`config.mk`:
```
export PLATFORM = sky130hd
export DESIGN_NAME = speed_tick_gen
export DESIGN_NICKNAME = d
export VERILOG_FILES = /design/src/rtl/speed_tick_gen.sv
export SDC_FILE = /design/constraint.sdc
export NUM_CORES = 1
export LEC_CHECK = 0
export CAP_MARGIN = 20
export CORE_MARGIN = 4
export CORE_UTILIZATION = 29
export DETAILED_ROUTE_END_ITERATION = 7
export DONT_BUFFER_PORTS = 1
export GPL_TIMING_DRIVEN = 0
export PLACE_DENSITY = 0.52
export SETUP_SLACK_MARGIN = 0.05
export SYNTH_ARGS = -nofsm -noshare
export SYNTH_HDL_FRONTEND = slang
export SYNTH_SLANG_ARGS = --single-unit
```
`constraint.sdc`:
```
create_clock -name Clock -period 2.74 [get_ports Clock]
set_input_delay 0.548 -clock Clock [delete_from_list [all_inputs] [get_ports Clock]]
set_output_delay 0.548 -clock Clock [all_outputs]
set_load 0.02 [all_outputs]
```
`src/rtl/speed_tick_gen.sv`:
```
// Purpose : shared-counter tick generator, period BASE_DIV >> Level,
//           with manual (Faster/Slower) and automatic speed stepping.
// Latency : Tick is registered; it rises the cycle after the P-th enabled edge.
// Backpressure: none; Enable=0 freezes the period and tick-count state,
//           while Faster/Slower requests are still honoured.
//
// Ports:
//   Clock     rising-edge system clock
//   Reset     asynchronous, active-high reset
//   Enable    1 = count, 0 = pause (count and level tick counter hold)
//   Faster    single-cycle request for Level+1
//   Slower    single-cycle request for Level-1
//   AutoAccel 1 = step Level up after AUTO_ACCEL_TICKS ticks at one level
//   Tick      one-cycle pulse, once per period
//   Level     current speed level, 0..NUM_LEVELS-1
//   AtMax     combinational, Level == NUM_LEVELS-1
module speed_tick_gen #(
  parameter int BASE_DIV         = 25000000,
  parameter int NUM_LEVELS       = 4,
  parameter int CNT_W            = 26,
  parameter int LVL_W            = 2,
  parameter int AUTO_ACCEL_TICKS = 16
) (
  input  logic             Clock,
  input  logic             Reset,
  input  logic             Enable,
  input  logic             Faster,
  input  logic             Slower,
  input  logic             AutoAccel,
  output logic             Tick,
  output logic [LVL_W-1:0] Level,
  output logic             AtMax
);

  // The level tick counter must be able to hold AUTO_ACCEL_TICKS itself,
  // because it saturates there rather than wrapping.
  localparam int ACC_W = $clog2(AUTO_ACCEL_TICKS + 1);

  localparam logic [LVL_W-1:0] MAX_LVL    = LVL_W'(NUM_LEVELS - 1);
  localparam logic [ACC_W-1:0] ACC_SAT    = ACC_W'(AUTO_ACCEL_TICKS);
  localparam logic [31:0]      BASE_DIV_U = 32'(BASE_DIV);

  // State registers
  logic [CNT_W-1:0] count;
  logic [ACC_W-1:0] acc;

  // Next-state values
  logic [CNT_W-1:0] count_nxt;
  logic [ACC_W-1:0] acc_nxt;
  logic [LVL_W-1:0] level_nxt;
  logic             tick_nxt;

  // Decoded conditions
  logic [31:0]      period_full;
  logic [CNT_W-1:0] period_last;
  logic             at_max;
  logic             at_min;
  logic             req_up;
  logic             req_dn;
  logic             man_chg;
  logic             period_done;
  logic [ACC_W-1:0] acc_inc;
  logic             auto_up;

  // Period is a pure shift of the base divider; the legal parameter range
  // keeps it at least 2, so period_last never underflows.
  assign period_full = BASE_DIV_U >> Level;
  assign period_last = CNT_W'(period_full - 32'd1);

  assign at_max = (Level == MAX_LVL);
  assign at_min = (Level == '0);

  // Simultaneous Faster+Slower, or a request against a limit, is a no-op:
  // it must not clear the count or the tick counter either.
  assign req_up  = Faster & ~Slower & ~at_max;
  assign req_dn  = Slower & ~Faster & ~at_min;
  assign man_chg = req_up | req_dn;

  // A real level change suppresses the tick even if count was at P-1,
  // so a count built up at a slow level never overshoots a faster period.
  assign period_done = Enable & ~man_chg & (count == period_last);

  // Saturating increment of the level tick counter.
  assign acc_inc = (acc == ACC_SAT) ? acc : acc + ACC_W'(1);

  // Using the saturated value means a counter that filled up while
  // AutoAccel was low triggers the level-up on the very next tick once
  // AutoAccel is raised.
  assign auto_up = period_done & AutoAccel & ~at_max & (acc_inc == ACC_SAT);

  always_comb begin
    count_nxt = count;
    acc_nxt   = acc;
    level_nxt = Level;
    tick_nxt  = 1'b0;

    if (man_chg) begin
      // Manual change wins over any auto step in the same edge.
      count_nxt = '0;
      acc_nxt   = '0;
      level_nxt = req_up ? Level + LVL_W'(1) : Level - LVL_W'(1);
    end else if (Enable) begin
      if (period_done) begin
        count_nxt = '0;
        tick_nxt  = 1'b1;
        if (auto_up) begin
          // Tick still fires; count already restarts from 0 at new period.
          level_nxt = Level + LVL_W'(1);
          acc_nxt   = '0;
        end else begin
          acc_nxt = acc_inc;
        end
      end else begin
        count_nxt = count + CNT_W'(1);
      end
    end
  end

  always_ff @(posedge Clock or posedge Reset) begin
    if (Reset) begin
      count <= '0;
      acc   <= '0;
      Level <= '0;
      Tick  <= 1'b0;
    end else begin
      count <= count_nxt;
      acc   <= acc_nxt;
      Level <= level_nxt;
      Tick  <= tick_nxt;
    end
  end

  assign AtMax = at_max;

endmodule

```
==> metrics.csv <==
metric,value,unit
core_area,0.00721,mm^2
setup_repair_after_global_routing_missed_its_margin,yes,
critPathArrivalTime,2.85,ns
drt-wirelength-per-cell,14.4,um
detailroute.via_count,1677,
slew_violations,0,
worst_slew_margin_rel,55.5,%
synth.distinct_cells,43,
design.portCount,10,
pin_count_of_the_biggest_net_entering_global_routing,21,
antennaDiodeCount,0,
ys_async_sr_fraction,100,%
post_synthesis_instance_area,0.00213,mm^2
synth-warning-count,0,
synth_largest_type_area_fraction,39.9,%
syn-instance-count,231,
tightest_slew,0.664,ns
cts-buffers-inserted,5,
path_cells,inv_2 -> ha_4 -> or3b_4 -> a22oi_2 -> o2111ai_2 -> or3_1 -> buf_6 -> nand2b_4 -> buf_8 -> clkbuf_16 -> nor2_2,
grt.total_usage,11.9,%
postRouteAntennaNets,0,
timing.hold.worst.class,input pin to asynchronous set/reset pin,
place_congestion,0.779,
die-height,93.8,um
power,1680,uW
netSwitchingPower,613,uW
vdd.ir_drop.worst,0.209,mV
first_global_vias,1646,
clk_pin_slew_worst_paths,0.08,ns
crit_fanout,7,
clockRootBuffer,sky130_fd_sc_hd__clkbuf_8,
period_share,97.2,%
timing.critical_path.to_type,flip-flop,
post_route_cells_drive_above_1_share,28.2,%
syn-mean-instance-area,9.24,um^2
first_pass_grt_wire_length,8.26,mm
comb_power_share,37.3,%
synth.net_count,247,
tritoncts,done,
timing.clock.skew,0.0115,ns
worstSkewPairLatency,0.29,ns
drt-total-wl,5.04,mm
overall_overflow_remaining_after_global_route,0,
pwr-share-clk,23.6,%
die_area,0.00879,mm^2
die_span_in_x,93.8,um
edff_count_synth,0,
hold_viol_final,0,
leakagePower,0.00108,uW
p_sw_share,36.5,%
crit_required,2.92,ns
initial_antenna_violation_count,0,
synth_flop_cell,sky130_fd_sc_hd__dfrtp_1,
hold_fix_buffers_at_cts,0,
finalCoreUtilization,37.6,%
layout_commonest_cell,sky130_fd_sc_hd__dfrtp_1,
most-common-layout-cells,"sky130_fd_sc_hd__dfrtp_1, sky130_fd_sc_hd__xor2_1, sky130_fd_sc_hd__nand2_1, sky130_fd_sc_hd__nor2_1, sky130_fd_sc_hd__nand3_1",
dp_hpwl,3.52,mm
clock_tree.htree_level_count,2,
fillerInstances,741,
drc,0,
layout.nets,267,
report.final.setup_viol,0,
finalWorstPathRequiredPeriod,2.66,ns
floorplan.rows,31,
cell_internal_pwr,1070,uW
drt-pass1-iter-count,4,
status,finished clean,
worstSetupStartpointType,flip-flop,
seq_area_frac_synth,39.9,%
power_density,620,mW/mm^2
max-cap-violations,0,
detail_route.vias_per_cell,4.78,
portBuffers,0,
seq_power_share,39.1,%
start_util,29.6,%
maximum_buffer_depth_of_the_clock_tree,2,
slowest_stage_cell_cp,sky130_fd_sc_hd__dfrtp_2,
detail_route.iter0.violations,104,
max_freq,0.375,GHz
synth-seq-cells,34,
area.growth.synth_to_final,27.1,%
crit_path_max_incr_delay,0.55,ns
synth.top_cells.by_area,"sky130_fd_sc_hd__dfrtp_1, sky130_fd_sc_hd__xor2_1, sky130_fd_sc_hd__nor2_1",
setup.worst_path.class,flip-flop to flip-flop,
tritoncts_num_sinks,34,
yosysTopAreaCell,sky130_fd_sc_hd__dfrtp_1,
-- worst max-delay path: cells and delay by family, from the launching register on --
| kind | cells | cell delay [ns] |
|---|---|---|
| DFF | 1 | 0.55 |
| AOI/OAI and AO/OA | 2 | 0.40 |
| and+or+nand+nor | 4 | 0.88 |
| buffers and inverters | 4 | 0.54 |
| adders and majority gates | 1 | 0.17 |
-- sequential cells by signal, summed over array words and instances, names as in the netlist --
register,cells
Level,2
Tick,1
acc,5
count,26
-- layer usage --
layer	global-route usage, %	vias to the layer above	wire [um]
met5	0	-	0
met4	4.33	0	81
met2	18.3	19	2320
met1	15.6	813	2390
met3	3.93	7	245
li1	-	838	-
-- logic make-up (layout without fill, tap and decap cells) --
kind of cell | Yosys count | in the layout | synth area share [%]
adders and majority gates | 10 | 10 | 5.87
xor gates and xnor gates | 31 | 31 | 12.7
muxes | 2 | 2 | 0.938
and+or+nand+nor | 122 | 122 | 30.4
DFF | 34 | 34 | 39.9
buffers and inverters | 14 | 35 | 4.16
AOI/OAI and AO/OA | 18 | 18 | 6.04
-- power by group through the flow --
stage / combinational [uW] / clock [uW] / sequential (uW)
2_1_floorplan: 351 / 0 / 617
3_3_place_gp: 427 / 0 / 646
3_5_place_dp: 432 / 0 / 647
4_1_cts: 445 / 407 / 644
5_1_grt: 690 / 428 / 672
6_report: 627 / 396 / 657
-- timing repair --
| action | 4_1_cts | 5_1_grt |
|---|---|---|
| pin swaps | 2 | 18 |
| endpoints found under the setup margin | 29 | 24 |
| buffers inserted | 1 | 9 |
| cloned | 0 | 2 |
| gates resized for setup | 10 | 47 |
-- worst paths after layout --
check | cells after the start | endpoint | from | slack, ns
setup / recovery | 11 | count[3] | Level[1] | 0.08
hold / removal | 1 | count[17] | Reset | 0.23
setup reg to reg | 11 | count[3] | Level[1] | 0.08
hold reg to reg | 2 | count[25] | count[25] | 0.54
max in group asynchronous | 2 | Level[1] | Reset | 1.97
min in group Clock | 2 | count[0] | Enable | 0.41
-- per-stage QoR --
step | std cells | hold slack (ns) | setup WS [ns] | setup TNS, ns | area [um^2]
5_1_grt | 351 | 0.288 | -0.0284 | -0.232 | 2710
2_1_floorplan | 231 | 0.496 | 0.107 | 0 | 2130
3_3_place_gp | 330 | 0.515 | -0.410 | -7.48 | 2260
6_report | 351 | 0.229 | 0.0761 | 0 | 2710
3_5_place_dp | 331 | 0.527 | -0.419 | -7.31 | 2280
4_1_cts | 340 | 0.251 | 0.0573 | 0 | 2410
-- cell type report --
| type | instances | area [um^2] | share of cell area (%) |
|---|---|---|---|
| clock buffer | 7 | 86.3 | 3.18 |
| timing repair buffer | 13 | 153 | 5.63 |
| multi-input combinational | 183 | 1380 | 50.9 |
| tap | 99 | 124 | 4.57 |
| sequential | 34 | 856 | 31.6 |
| clock inverter | 1 | 5.00 | 0.185 |
| buffer | 5 | 70.1 | 2.58 |
| inverter | 9 | 36.3 | 1.34 |
-- synth_stat cells (5+ instances only) --
master                     number
sky130_fd_sc_hd__xnor2_1       10
sky130_fd_sc_hd__nand3_1       13
sky130_fd_sc_hd__nand4_1        6
sky130_fd_sc_hd__nor3_1        10
sky130_fd_sc_hd__nand2_1       19
sky130_fd_sc_hd__dfrtp_1       34
sky130_fd_sc_hd__nand2b_1       5
sky130_fd_sc_hd__a21oi_1        7
sky130_fd_sc_hd__xor2_1        21
sky130_fd_sc_hd__nand3b_1       5
sky130_fd_sc_hd__ha_1          10
sky130_fd_sc_hd__nor2_1        35
sky130_fd_sc_hd__inv_1          9
(Power assumes the default switching activity.)
